**config.mk**
```make
export PLATFORM = sky130hd
export DESIGN_NAME = jtsdram_rdcheck
export DESIGN_NICKNAME = d
export VERILOG_FILES = /design/src/rtl/jtsdram_pkg.sv /design/src/rtl/jtsdram_lfsr.sv /design/src/rtl/jtsdram_rdcheck.sv
export SDC_FILE = /design/constraint.sdc
export NUM_CORES = 1
export LEC_CHECK = 0
export ABC_AREA = 1
export BUFFER_PORTS_ARGS = -buffer_cell sky130_fd_sc_hd__buf_2
export CORE_ASPECT_RATIO = 1.5
export CORE_UTILIZATION = 52
export DETAILED_ROUTE_END_ITERATION = 16
export GPL_ROUTABILITY_DRIVEN = 1
export GPL_TIMING_DRIVEN = 0
export HOLD_SLACK_MARGIN = 0.1
export PLACE_DENSITY = 0.77
export SYNTH_ARGS = -nofsm -noshare
export SYNTH_HDL_FRONTEND = slang
export SYNTH_HIERARCHICAL = 1
export SYNTH_SLANG_ARGS = --single-unit
export TNS_END_PERCENT = 30
```
**constraint.sdc**
```tcl
create_clock -name clk -period 1.94 [get_ports clk]
set_clock_uncertainty 0.1 [all_clocks]
set_input_delay 0.388 -clock clk [delete_from_list [all_inputs] [get_ports clk]]
set_output_delay 0.388 -clock clk [all_outputs]
set_load 0.05 [all_outputs]
```
**src/rtl/jtsdram_pkg.sv**
```systemverilog
// Shared definitions for the SDRAM tester: checker FSM states and the pattern
// LFSR, so the writer and the read-back checker generate identical sequences.
package jtsdram_pkg;

  typedef enum logic [2:0] {
    IDLE,
    REQ,
    WAIT,
    CMP,
    DONE
  } state_t;

  // Fibonacci taps on bits 15, 13, 12 and 10; feedback enters at bit 0
  localparam logic [15:0] LFSR_TAPS = 16'hB400;
  localparam logic [15:0] LFSR_SEED = 16'hACE1;
  localparam int          ERR_W     = 8;

  function automatic logic [15:0] lfsr_next(input logic [15:0] q);
    return {q[14:0], ^(q & LFSR_TAPS)};
  endfunction

endpackage

```
**src/rtl/jtsdram_lfsr.sv**
```systemverilog
// Pattern generator shared by the writer and the read-back checker.
// load restarts the sequence at SEED and takes priority over adv.
module jtsdram_lfsr
  import jtsdram_pkg::*;
#(
  parameter logic [15:0] SEED = LFSR_SEED
) (
  input  logic        clk,
  input  logic        rst_n,
  input  logic        load,
  input  logic        adv,
  output logic [15:0] q
);

  always_ff @(posedge clk or negedge rst_n) begin
    if (!rst_n)    q <= SEED;
    else if (load) q <= SEED;
    else if (adv)  q <= lfsr_next(q);
  end

endmodule

```
**src/rtl/jtsdram_rdcheck.sv**
```systemverilog
// Read-back checker: walks 0..LAST_ADDR, reads each word and compares it with
// the LFSR pattern, flagging mismatches and read timeouts.
module jtsdram_rdcheck
  import jtsdram_pkg::*;
#(
  parameter int              AW        = 22,
  parameter int              DW        = 16,
  parameter logic [15:0]     SEED      = LFSR_SEED,
  parameter logic [AW-1:0]   LAST_ADDR = {AW{1'b1}},
  parameter int              TMO       = 255
) (
  input  logic             clk,
  input  logic             rst_n,
  input  logic             start,
  input  logic             clr,
  output logic [AW-1:0]    addr,
  output logic             rd,
  input  logic             ack,
  input  logic             rdy,
  input  logic [DW-1:0]    din,
  output logic             bad,
  output logic             busy,
  output logic             done,
  output logic [ERR_W-1:0] err_cnt,
  output logic [AW-1:0]    first_err_addr
);

  // Handshake: rd stays high with addr stable until the cycle ack is seen;
  // rdy marks din valid for exactly one cycle and only counts after ack.
  localparam logic [7:0] TMO_LAST = 8'(TMO - 1);

  state_t        state, state_nx;
  logic [7:0]    tmo_cnt;
  logic [DW-1:0] data_q;
  logic          skip_q;
  logic [15:0]   lfsr_q;
  logic [DW-1:0] expected;
  logic          load, adv, capture, timeout, mismatch, err_now;

  jtsdram_lfsr #(.SEED(SEED)) u_lfsr (
    .clk   (clk),
    .rst_n (rst_n),
    .load  (load),
    .adv   (adv),
    .q     (lfsr_q)
  );

  assign expected = DW'(lfsr_q);

  always_comb begin
    state_nx = state;
    load     = 1'b0;
    capture  = 1'b0;
    timeout  = 1'b0;
    case (state)
      IDLE, DONE: begin
        if (start) begin
          state_nx = REQ;
          load     = 1'b1;
        end
      end
      REQ: begin
        if (ack) begin
          capture  = rdy;
          state_nx = rdy ? CMP : WAIT;
        end
      end
      WAIT: begin
        if (rdy) begin
          capture  = 1'b1;
          state_nx = CMP;
        end else if (tmo_cnt == TMO_LAST) begin
          timeout  = 1'b1;
          state_nx = CMP;
        end
      end
      CMP:     state_nx = (addr == LAST_ADDR) ? DONE : REQ;
      default: state_nx = IDLE;
    endcase
  end

  assign adv      = (state == CMP);
  assign mismatch = (state == CMP) && !skip_q && (data_q != expected);
  assign err_now  = mismatch || timeout;

  assign rd   = (state == REQ);
  assign busy = (state == REQ) || (state == WAIT) || (state == CMP);
  assign done = (state == DONE);

  always_ff @(posedge clk or negedge rst_n) begin
    if (!rst_n) state <= IDLE;
    else        state <= state_nx;
  end

  always_ff @(posedge clk or negedge rst_n) begin
    if (!rst_n) begin
      addr    <= '0;
      tmo_cnt <= '0;
      data_q  <= '0;
      skip_q  <= 1'b0;
    end else begin
      if (load)
        addr <= '0;
      else if (state == CMP && addr != LAST_ADDR)
        addr <= addr + AW'(1);
      if (state == REQ && ack)
        tmo_cnt <= '0;
      else if (state == WAIT)
        tmo_cnt <= tmo_cnt + 8'd1;
      // a timed-out read reaches CMP with nothing worth comparing
      if (capture) begin
        data_q <= din;
        skip_q <= 1'b0;
      end else if (timeout) begin
        skip_q <= 1'b1;
      end
    end
  end

  // An error in the same cycle as clr restarts the record from this error
  always_ff @(posedge clk or negedge rst_n) begin
    if (!rst_n) begin
      bad            <= 1'b0;
      err_cnt        <= '0;
      first_err_addr <= '0;
    end else if (err_now) begin
      bad <= 1'b1;
      if (clr || err_cnt == '0)
        first_err_addr <= addr;
      if (clr)
        err_cnt <= ERR_W'(1);
      else if (err_cnt != '1)
        err_cnt <= err_cnt + ERR_W'(1);
    end else if (clr) begin
      bad            <= 1'b0;
      err_cnt        <= '0;
      first_err_addr <= '0;
    end
  end

endmodule

```
-- Word-level counts from Yosys, hierarchy flattened
Cells that the tools add are included.
- register bits after elaboration: 97
- mux-type cells: 32
- reductions and logical operators: 22
- equality and inequality tests: 13
- $add $sub $neg: 3
- operators by type and width (kind ; number):
    $mux W22 ; 5
    $mux W8 ; 6
    $mux W16 ; 2
    $add A22 B1 Y22 const B ; 1
    $eq A22 B22 Y1 const B ; 1
    $ne A22 B22 Y1 const B ; 1
    $add A8 B1 Y8 const B ; 2
    $ne A16 B16 Y1 ; 1
    $reduce_xor A16 Y1 ; 1
    $mux W3 ; 5
    $mux W1 ; 12
    $pmux W3 S4 ; 1
    $reduce_bool A2 Y1 ; 6
    $eq A8 B8 Y1 const B ; 1
    $logic_not A8 Y1 ; 1
    $ne A8 B8 Y1 const B ; 1
    $eq A3 B2 Y1 const B ; 2
    $logic_and A1 B1 Y1 ; 4
    $logic_or A1 B1 Y1 ; 4
    $ne A2 B1 Y1 const B ; 2
    $reduce_and A2 Y1 ; 2
    $eq A3 B1 Y1 const B ; 1
    $eq A3 B3 Y1 const B ; 1
    $logic_not A3 Y1 ; 1
    other kinds (6) ; 6

-- Longest topological paths before layout
Gate-level depths: netlist of run 1.
- word-level depth: 7
- depth in mapped cells: 13

-- Modules after synthesis
Netlist of run 1, hierarchy kept.
- modules (own cells, without submodules) (module ; cells each ; area an instance (µm²) ; instances):
    jtsdram_rdcheck ; 595 ; 4445.5 ; 1
    jtsdram_lfsr ; 69 ; 671.9 ; 1

-- Worst setup path before layout of run 1
OpenSTA, ideal clock, no wires.
- path type: reg-to-reg
- start point: register addr[0]
- end point: register addr[0]
- path slack: -0.329 ns
- data arrival time: 2.035 ns
- clock period less this slack: 2.269 ns
- required time: 1.706 ns
- setup time: 0.134 ns
- path buffers: 2
- cell stages (with the launch flop): 12
- cell sequence: dfrtp_1 -> ha_1 -> buf_4 -> nand2_2 -> nor2_1 -> nand2_2 -> nor3_4 -> nand2_2 -> nand2_4 -> buf_8 -> xor2_2 -> nor2_1
- cells in the longest elaborated chain, start to end: 3
- elaborated cells on any way between the ends: 6
- ends and longest elaborated chain (item ; line ; RTL):
    start, declared ; jtsdram_rdcheck.sv:16 ; output logic [AW-1:0] addr,
    start signal, assigned ; jtsdram_rdcheck.sv:105 ; addr <= addr + AW'(1);
    $add A22 B1 Y22 / $ne A22 B22 Y1 (equally long branches) ; jtsdram_rdcheck.sv:105, jtsdram_rdcheck.sv:104 ;
    $mux W22 / $logic_and A1 B1 Y1 (equally long branches) ; jtsdram_rdcheck.sv:104 ; else if (state == CMP && addr != LAST_ADDR)
    $mux W22 / $reduce_bool A2 Y1 (equally long branches) ; - ;
Parallel ways exist; a longest one is shown, timed or not. The select of a mux whose other input is x is not followed.
A chain may end at the register's enable or synchronous reset.

-- Worst setup path in the final report of run 1
- start point: register state[1]
- end point: output done
- cells in the longest elaborated chain, start to end: 1
- ends and longest elaborated chain (item ; line ; RTL):
    start, declared ; jtsdram_rdcheck.sv:32 ; state_t state, state_nx;
    start signal, assigned ; jtsdram_rdcheck.sv:92 ; else state <= state_nx;
    $eq A3 B3 Y1 ; jtsdram_rdcheck.sv:88 ; assign done = (state == DONE);
    end, declared ; jtsdram_rdcheck.sv:23 ; output logic done,
No other way between the ends.

==> impl_metrics.json, run 1 <==
{
  "p_int_mw": 4.51,
  "status": "finished, final reports clean",
  "track_usage_pct": 25.8,
  "p_comb_share_pct": 40.0,
  "power.switching_mw": 3.05,
  "synthMuxAreaShare_pct": 0,
  "htreeDepth": 3,
  "drive_gt1_share_pct": 25.9,
  "grt_setup_unrepaired": "yes",
  "drt_iter0_drc": 341,
  "end_kind": "output pin",
  "finalMaxSlewViolations": 0,
  "worst_pin_slew_ns": 0.685,
  "cts_tree": "built",
  "required_ns": 1.45,
  "synth_compound_area_share_pct": 8.04,
  "seq_power_share_pct": 36.4,
  "port-buffer-count": 77,
  "synth-simple-area-share_pct": 31.8,
  "power-per-cell-area_mw_per_mm2": 1190,
  "swShare_pct": 40.3,
  "synth_xor_area_share_pct": 1.69,
  "grt-ovfl-total": 0,
  "cp.arrival_ns": 1.40,
  "areaGrowthSynthToFinish_pct": 23.6,
  "num_rows": 44,
  "nFillCells": 780,
  "grt_pass1_wl_um": 21000,
  "die-width_um": 83,
  "synthesis.nets": 691,
  "fin_crit_ns": 1.89,
  "final.setup.worst_slack_ns": 0.0509,
  "hold_class": "in2reg",
  "n_antenna_cell": 0,
  "num_io_pins": 78,
  "cts.clk_slew.worst_paths_ns": 0.07,
  "postSynthCellCount": 664,
  "core_mm2": 0.00963,
  "yosysUniqueCellTypes": 39,
  "async_flop_share_pct": 100,
  "fmaxAchievable_mhz": 529,
  "grt.met3_usage_pct": 4.47,
  "groute.layer.met2.usage_pct": 47.5,
  "dieArea_mm2": 0.0103,
  "synth.ff_latch_count": 97,
  "setup_viol": 0,
  "cp_max_fo": 4,
  "drc_errors": 0,
  "grt_use_met1_pct": 29.1,
  "routed_wl_um": 13200,
  "routabilityCongestion": 0.902,
  "slew_headroom_pct": 54.3,
  "synth_adder_area_share_pct": 1.22,
  "hold_viol_final": 0,
  "dp_hpwl_um": 9230,
  "start_util_pct": 53.1,
  "grt_pass1_vias": 4636,
  "ys_warn_count": 6,
  "synth_top_family_by_area": "simple AND/OR/NAND/NOR gates",
  "vias": 4808,
  "synth-edff-count": 0,
  "cts_buffer_depth": 2,
  "top_usage_layer": "met2",
  "wire_per_inst_um": 14.8,
  "viasPerCell": 5.40,
  "ys.flop_type": "dfrtp_1",
  "clockPowerShare_pct": 23.6,
  "layout.nets": 798,
  "avgSynthCellArea_um2": 7.71,
  "cts.sinks": 97,
  "vdd_drop_max_v": 0.000758,
  "rrSetupSlack_ns": 0.05,
  "ant_nets": 0,
  "max_cap_viol_count": 0,
  "yosysSeqAreaShare_pct": 47.6,
  "clk-insertion-delay-late_ns": 0.34,
  "ctsRootBufferMaster": "clkbuf_16",
  "antenna_found_initial": 0,
  "dr.pass1.iters": 7,
  "power.leakage_nw": 3.45,
  "crit_type": "reg2out",
  "numCtsBuffers": 9,
  "start_kind": "register",
  "finalCritPeriodShare_pct": 97.4,
  "synth_area_mm2": 0.00512,
  "dpl_worst_slack_ns": -0.145,
  "setup_tns_ns": 0,
  "grt_max_degree": 50,
  "die_h_um": 123
}
layer usage:
metal / vias to the layer above / wire [um]
met5: - / 0
met4: 0 / 329
met3: 32 / 528
met2: 159 / 7060
met1: 2298 / 5260
li1: 2319 / -
repair_timing:
action                                  in CTS  in global routing
gates cloned                                 1                  2
hold buffers                                 1                  0
gates resized for setup                     11                 36
pin swaps                                    7                 16
endpoints found under the setup margin      47                 52
buffers inserted                             8                  6
endpoints found under the hold margin       47                  0
state kept, by name, summed over array words and instances, names as in the netlist:
name,count
addr,22
bad,1
err_cnt,8
tmo_cnt,8
skip_q,1
first_err_addr,22
u_lfsr/q,16
data_q,16
state,3
kinds of logic (layout without fill, tap and decap cells):
group,after synthesis,in the layout
compound gates,69,69
xor+xnor,9,9
fa+ha+maj,5,5
buf+inv,119,231
flops,97,97
simple gates,365,365
Yosys cell counts (7+ instances only):
| library cell | count | area share [%] |
|---|---|---|
| nand4_1 | 13 | 1.6 |
| inv_2 | 14 | 1.0 |
| dfrtp_1 | 89 | 44 |
| nand3_1 | 56 | 5.5 |
| xor2_1 | 7 | 1.2 |
| o21ai_1 | 25 | 2.4 |
| dfstp_2 | 8 | 4.1 |
| o21ai_0 | 11 | 1.1 |
| buf_2 | 8 | 0.78 |
| a22oi_1 | 7 | 1.0 |
| a21oi_1 | 10 | 0.98 |
| nor2_1 | 46 | 3.4 |
| nor3_1 | 10 | 0.98 |
| inv_1 | 89 | 6.5 |
| o22ai_1 | 8 | 0.98 |
| nand2_1 | 214 | 16 |
worst max-delay path, stage by stage, from the launching register on:
cell	delay (ns)
dfrtp_1	0.47
nor2_2	0.17
inv_2	0.08
nor2_1	0.13
buf_4	0.22
layout make-up:
| type | count | area, um2 | share of cell area [%] |
|---|---|---|---|
| clock inverter | 7 | 70.1 | 1.11 |
| buffer | 16 | 136 | 2.16 |
| inverter | 103 | 387 | 6.11 |
| clock buffer | 9 | 225 | 3.56 |
| timing repair buffer | 96 | 602 | 9.52 |
| sequential | 97 | 2440 | 38.6 |
| multi-input combinational | 448 | 2320 | 36.6 |
| tap | 115 | 144 | 2.27 |
through the flow:
stage                     utilization (%)  instance area (um2)  hold WS (ns)  std cells  power [mW]
after floorplan                         -                 5130      -0.00759        664        4.66
after global placement               58.7                 5660         0.352        856        5.23
after detailed placement             59.0                 5690         0.361        857        5.35
after CTS                            63.6                 6130         0.145        883        7.34
after global routing                 65.6                 6320         0.172        891        8.00
final                                65.6                 6320         0.156        891        7.55
path summary, 6_finish.rpt:
check	from	endpoint	cells past startpoint
min reg2reg	first_err_addr[10]	first_err_addr[10]	2
min in group asynchronous	rst_n	data_q[5]	2
max in group asynchronous	rst_n	u_lfsr/q[15]	3
max reg2reg	addr[0]	addr[20]	11
max	state[1]	done	4
min	din[4]	data_q[4]	3
layout by cell type, fill, tap and decap left out, types with 7 or more instances in the layout:
| cell type | n |
|---|---|
| nand2_1 | 201 |
| inv_1 | 89 |
| dfrtp_1 | 84 |
| buf_2 | 79 |
| nand3_1 | 56 |
| nor2_1 | 41 |
| o21ai_1 | 25 |
| buf_4 | 20 |
| nand2_2 | 15 |
| inv_2 | 14 |
| nand4_1 | 13 |
| o21ai_0 | 11 |
| a21oi_1 | 10 |
| clkbuf_16 | 10 |
| nor3_1 | 9 |
| o22ai_1 | 8 |
| dfstp_2 | 8 |
| xor2_1 | 7 |
| a22oi_1 | 7 |
power by group through the flow:
| stage | registers, mW | clock network, mW | logic (mW) |
|---|---|---|---|
| final | 2.75 | 1.78 | 3.02 |
| after global routing | 2.79 | 1.90 | 3.32 |
| after CTS | 2.76 | 1.81 | 2.76 |
| after detailed placement | 2.81 | 0 | 2.54 |
| after global placement | 2.79 | 0 | 2.44 |
| after floorplan | 2.91 | 0 | 1.74 |
(Power assumes the default switching activity.)
==> inputs of run 2 (changes only) <==
--- a/config.mk
+++ b/config.mk
@@ -8,12 +8,12 @@
 export ABC_AREA = 1
 export BUFFER_PORTS_ARGS = -buffer_cell sky130_fd_sc_hd__buf_2
 export CORE_ASPECT_RATIO = 1.5
-export CORE_UTILIZATION = 52
+export CORE_UTILIZATION = 50
 export DETAILED_ROUTE_END_ITERATION = 16
 export GPL_ROUTABILITY_DRIVEN = 1
 export GPL_TIMING_DRIVEN = 0
 export HOLD_SLACK_MARGIN = 0.1
-export PLACE_DENSITY = 0.77
+export PLACE_DENSITY = 0.74
 export SYNTH_ARGS = -nofsm -noshare
 export SYNTH_HDL_FRONTEND = slang
 export SYNTH_HIERARCHICAL = 1
==> run 2 against run 1 <==
  * Critical path type is now reg2reg
  * Combinational power fell by 5%
  * Via count fell by 1.1%
  * Largest cell class unchanged
  * Flip-flop and latch count did not move
  * Non-clock buffer count rose by 1
  * The flow now finishes with violations (negative setup slack)
  * Critical endpoint is now state[0]
  * Design area fell by 1.5%
  * Clock power barely moved
  * Highest routed layer unchanged
==> impl_metrics.json, run 2 (synthesis results as in run 1) <==
{
  "layout_commonest_cell": "nand2_1",
  "crit_top_cell": "nand2_2",
  "final_cell_mix": "nand2_1 (211), inv_1 (89), dfrtp_1 (84)",
  "ant_nets": 0,
  "finalMaxSlewViolations": 0,
  "nFillCells": 857,
  "cts_tree": "built",
  "antenna_found_initial": 0,
  "hold_class": "in2reg",
  "drt_iter0_drc": 336,
  "end_kind": "register",
  "crit_type": "reg2reg",
  "cp_max_fo": 7,
  "dpl_cell_area_mm2": 0.00568,
  "drc_errors": 0,
  "multiInputGateArea_mm2": 0.00226,
  "power-per-cell-area_mw_per_mm2": 1190,
  "power.leakage_nw": 3.41,
  "dr.pass1.iters": 8,
  "seq_area_mm2": 0.00244,
  "port-buffer-count": 77,
  "grt-ovfl-total": 0,
  "worstPathCellList": "nand2_2 > nor2_2 > nand2_2 > nor3_4 > nand2_2 > nand2_4 > buf_8 > nand3_2 > nand2_1 > nand2_1",
  "ctsRootBufferMaster": "clkbuf_16",
  "reg.largest.list": "addr x22, first_err_addr x22",
  "cts.sinks": 97,
  "max_cap_viol_count": 0,
  "htreeDepth": 3,
  "clk-insertion-delay-late_ns": 0.35,
  "start_util_pct": 52.2,
  "cts_buffer_depth": 2,
  "fin_crit_ns": 1.96,
  "grt_pass1_wl_um": 21500,
  "track_usage_pct": 25.6,
  "layout.nets": 799,
  "cts.clk_slew.worst_paths_ns": 0.07,
  "die_h_um": 126,
  "routed_wl_um": 13300,
  "grt_pass1_vias": 4710,
  "drive_gt1_share_pct": 24.3,
  "finalCritPeriodShare_pct": 101,
  "start_kind": "register",
  "setup_viol": 1,
  "slew_headroom_pct": 49.1,
  "num_io_pins": 78,
  "design_area_mm2": 0.00623,
  "routabilityCongestion": 0.919,
  "numCtsBuffers": 9,
  "cp_top_family": "simple AND/OR/NAND/NOR gates",
  "die-width_um": 84.6,
  "required_ns": 2.08,
  "dieArea_mm2": 0.0107,
  "vdd_drop_max_v": 0.000512,
  "viasPerCell": 5.33,
  "fin_hold_ws_ns": 0.156,
  "fmaxAchievable_mhz": 510,
  "grt_setup_unrepaired": "yes",
  "areaGrowthSynthToFinish_pct": 21.8,
  "status": "finished with violations",
  "critPathSlowestCell": "dfrtp_1",
  "core_mm2": 0.00980,
  "vias": 4755,
  "worst_pin_slew_ns": 0.764,
  "wire_per_inst_um": 14.9,
  "final.setup.worst_slack_ns": -0.0197,
  "grt_max_degree": 58,
  "cp.arrival_ns": 2.10,
  "failed_checks": "negative setup slack",
  "n_antenna_cell": 0,
  "crit_path_max_incr_delay_ns": 0.51,
  "fin_util_pct": 63.6,
  "dp_hpwl_um": 9310,
  "hold_viol_final": 0,
  "cp.buffers_inverters": 1,
  "num_rows": 44
}
## run 2: cell count changes in the layout (fill, tap and decap cells not counted), sizes merged
cell	delta
inv	-1
clkbuf	+2
buf	+2
bufbuf	-1
clkinv	-1
## run 2: timing repair
action                                  CTS  global route
resized for setup                         9            22
endpoints found under the hold margin    54             0
setup buffers                             6            10
endpoints found under the setup margin   44            54
cloned                                    0             2
pin swaps                                 2             8
hold buffers                              1             0
## run 2: through the flow
| stage | instances | worst slack (ns) | power (mW) | TNS, ns |
|---|---|---|---|---|
| 3_5_place_dp | 857 | -0.132 | 5.34 | -2.16 |
| 5_1_grt | 892 | -0.119 | 7.84 | -1.43 |
| 4_1_cts | 880 | -0.0131 | 7.19 | -0.0259 |
| 6_report | 892 | -0.0197 | 7.39 | -0.0197 |
| 2_1_floorplan | 664 | -0.107 | 4.66 | -0.711 |
| 3_3_place_gp | 856 | -0.755 | 5.24 | -53.98 |
## run 2: worst register-to-register path, delay by kind of cell, from the launching register on
family / cells / cell delay (ns)
DFF: 1 / 0.51
buffers and inverters: 1 / 0.14
and+or+nand+nor: 9 / 1.09
## run 2: metal layers
metal  part of all wire [%]  up-vias  track usage [%]
met5                      0        -                0
met4                    2.9        0             12.7
met3                    4.4       31             3.21
met2                     52      144             45.3
met1                     40     2257             30.5
li1                       -     2323                -
## run 2: final cells by class
class	count	area share (%)
Sequential cell	97	39.2
Multi-Input combinational cell	448	36.3
Timing Repair Buffer	97	9.20
Inverter	103	6.24
Clock buffer	11	3.73
Tap cell	115	2.31
Buffer	16	2.07
Clock inverter	5	0.904
## run 2: power breakdown
| group | leakage (nW) | switching [mW] | total, mW | internal (mW) |
|---|---|---|---|---|
| Clock | 0.139 | 0.768 | 1.77 | 0.999 |
| Sequential | 1.28 | 0.306 | 2.76 | 2.46 |
| Combinational | 1.99 | 1.88 | 2.86 | 0.978 |
## run 2: worst paths after layout
kind                                     from                  to  slack, ns  depth (start not counted)
max in group asynchronous               rst_n        u_lfsr/q[13]       0.44                          3
setup / recovery                      addr[4]            state[0]      -0.02                         10
hold / removal                         din[0]           data_q[0]       0.16                          3
min in group asynchronous               rst_n           data_q[6]       0.56                          2
hold reg to reg            first_err_addr[15]  first_err_addr[15]       0.37                          2
setup reg to reg                      addr[4]            state[0]      -0.02                         10
==> inputs of run 3 (changes only) <==
--- a/config.mk
+++ b/config.mk
@@ -8,12 +8,12 @@
 export ABC_AREA = 1
 export BUFFER_PORTS_ARGS = -buffer_cell sky130_fd_sc_hd__buf_2
 export CORE_ASPECT_RATIO = 1.5
-export CORE_UTILIZATION = 50
+export CORE_UTILIZATION = 40
 export DETAILED_ROUTE_END_ITERATION = 16
 export GPL_ROUTABILITY_DRIVEN = 1
 export GPL_TIMING_DRIVEN = 0
 export HOLD_SLACK_MARGIN = 0.1
-export PLACE_DENSITY = 0.74
+export SLEW_MARGIN = 20
 export SYNTH_ARGS = -nofsm -noshare
 export SYNTH_HDL_FRONTEND = slang
 export SYNTH_HIERARCHICAL = 1
==> run 3 against run 2 <==
  * Worst hold slack gained 0.0085 ns
  * Critical path depth grew 1
  * First-iteration DRC count shrank 47%
  * Die area grew 24%
  * Global-route usage shrank 4.8 points
  * Highest routed layer unchanged
  * Maximum frequency grew 3.6%
  * Design area grew 3.9%
  * Utilization shrank 12 points
  * Routed wire length grew 0.87%
  * The run now ends clean
==> impl_metrics.json, run 3 (synthesis results as in run 1) <==
{
  "status": "finished, final reports clean",
  "fin_util_pct": 52.0,
  "drt_iter0_drc": 178,
  "numCtsBuffers": 9,
  "cts.clk_slew.worst_paths_ns": 0.07,
  "htreeDepth": 3,
  "dr_wl_met3_um": 442,
  "routed_wl_um": 13400,
  "grt_pass1_wl_um": 21500,
  "end_kind": "register",
  "layout.nets": 798,
  "p_comb_share_pct": 38.9,
  "clk-insertion-delay-late_ns": 0.34,
  "fmaxAchievable_mhz": 529,
  "dr.pass1.iters": 6,
  "top_layer_used": "met4",
  "layout_commonest_cell": "nand2_1",
  "vdd_drop_max_v": 0.000641,
  "die-width_um": 94.4,
  "setup_tns_ns": 0,
  "die_h_um": 141,
  "worst_pin_slew_ns": 0.361,
  "worstPathCellList": "ha_4 > buf_6 > nand2_4 > nor2_4 > nand2_2 > nor3_4 > buf_4 > a21oi_4 > buf_4 > nand2_1 > a21oi_2",
  "cts_buffer_depth": 2,
  "min_from": "din[6]",
  "wl_met2_um": 7020,
  "seq_power_share_pct": 35.7,
  "power.switching_mw": 3.00,
  "routabilityCongestion": 0.891,
  "cts.sinks": 97,
  "wl_met1_um": 5570,
  "drc_errors": 0,
  "grt_pass1_vias": 4410,
  "num_rows": 50,
  "port-buffer-count": 77,
  "n_antenna_cell": 0,
  "hold_class": "in2reg",
  "swShare_pct": 38.9,
  "ant_nets": 0,
  "slew_headroom_pct": 75.8,
  "rrSetupSlack_ns": 0.05,
  "dieArea_mm2": 0.0133,
  "grt_max_degree": 67,
  "grt-ovfl-total": 0,
  "wire_per_inst_um": 14.3,
  "dp_hpwl_um": 9600,
  "ctsRootBufferMaster": "clkbuf_16",
  "r2r-end": "addr[2]",
  "min_to": "data_q[6]",
  "required_ns": 2.11,
  "hold_path_depth": 3,
  "start_kind": "register",
  "crit_type": "reg2reg",
  "critPathSlowestCell": "dfrtp_2",
  "vias": 4705,
  "finalCritPeriodShare_pct": 97.5,
  "max_cap_viol_count": 0,
  "power-per-cell-area_mw_per_mm2": 1190,
  "cts_tree": "built",
  "crit_path_max_incr_delay_ns": 0.44,
  "setup_viol": 0,
  "grt_setup_unrepaired": "yes",
  "core_mm2": 0.0124,
  "cp_max_fo": 5,
  "final_cell_mix": "nand2_1 (194), inv_1 (88), dfrtp_1 (81)",
  "total_power_mw": 7.72,
  "clockPowerShare_pct": 25.4,
  "finalMaxSlewViolations": 0,
  "reg.largest.list": "addr x22, first_err_addr x22",
  "p_int_mw": 4.72,
  "fin_crit_ns": 1.89,
  "cp.arrival_ns": 2.06,
  "rr_startpoint": "addr[0]",
  "antenna_found_initial": 0,
  "reg2reg_depth": 11,
  "start_util_pct": 41.1,
  "hold_viol_final": 0,
  "track_usage_pct": 20.8,
  "viasPerCell": 5.05,
  "crit_top_cell": "buf_4",
  "power.leakage_nw": 3.47,
  "areaGrowthSynthToFinish_pct": 26.5,
  "drive_gt1_share_pct": 27.6,
  "num_io_pins": 78
}
[run 3: changes by cell type in the layout (fill, tap and decap cells not counted), sizes merged]
cell | previous run | this run
inv | 103 | 104
clkbuf | 14 | 15
bufinv | 1 | 2
buf | 109 | 108
clkinvlp | 1 | 0
clkinv | 3 | 1
[run 3: how the worst max path moves through the flow]
stage / from / to / slack, ns / cells past startpoint
floorplan: addr[0] / addr[0] / -0.11 / 11
global placement: rst_n / addr[0] / -0.85 / 1
detailed placement: addr[0] / addr[0] / -0.12 / 11
CTS: u_lfsr/q[10] / first_err_addr[21] / 0.01 / 13
global route: u_lfsr/q[10] / first_err_addr[1] / -0.07 / 13
finish: addr[0] / addr[2] / 0.05 / 11
[run 3: what timing repair did]
| item | CTS | global route |
|---|---|---|
| buffers inserted | 9 | 4 |
| gates resized for setup | 13 | 58 |
| pin swaps | 6 | 17 |
| hold buffers | 1 | 0 |
| endpoints found under the setup margin | 50 | 57 |
| cloned | 1 | 3 |
| endpoints found under the hold margin | 30 | 0 |
[run 3: critical path: cells and delay by family, from the launching register on]
| family | cells | cell delay (ns) |
|---|---|---|
| adders and majority gates | 1 | 0.16 |
| and+or+nand+nor | 5 | 0.33 |
| DFF | 1 | 0.44 |
| buffers and inverters | 3 | 0.46 |
| AOI/OAI and AO/OA | 2 | 0.33 |
[run 3: per-stage QoR]
stage,setup WS [ns],instances,hold WS (ns),cell area [um2]
6_report,0.0492,932,0.164,6470
5_1_grt,-0.0656,932,0.162,6470
4_1_cts,0.0112,925,0.159,6220
3_5_place_dp,-0.120,898,0.207,5740
3_3_place_gp,-0.851,897,0.353,5710
2_1_floorplan,-0.107,664,-0.00759,5130
[run 3: area by class of cell]
type                       instances  area, um2
sequential                        97       2450
tap                              156        195
timing repair buffer              96        607
fill                            1189       5980
multi-input combinational        448       2360
buffer                            16        144
clock buffer                      12        256
clock inverter                     4       73.8
inverter                         103        389
[run 3: per-layer routing]
layer	GRT usage, %	up-vias
li1	-	2319
met2	36.2	123
met1	25.5	2233
met5	0	-
met3	2.88	30
met4	8.42	0
[run 3: power by group through the flow]
stage | registers, mW | clock network (mW) | logic, mW
finish | 2.76 | 1.96 | 3.00
global route | 2.81 | 2.09 | 3.33
CTS | 2.76 | 2.01 | 2.74
detailed placement | 2.81 | 0 | 2.55
global placement | 2.79 | 0 | 2.48
floorplan | 2.91 | 0 | 1.74
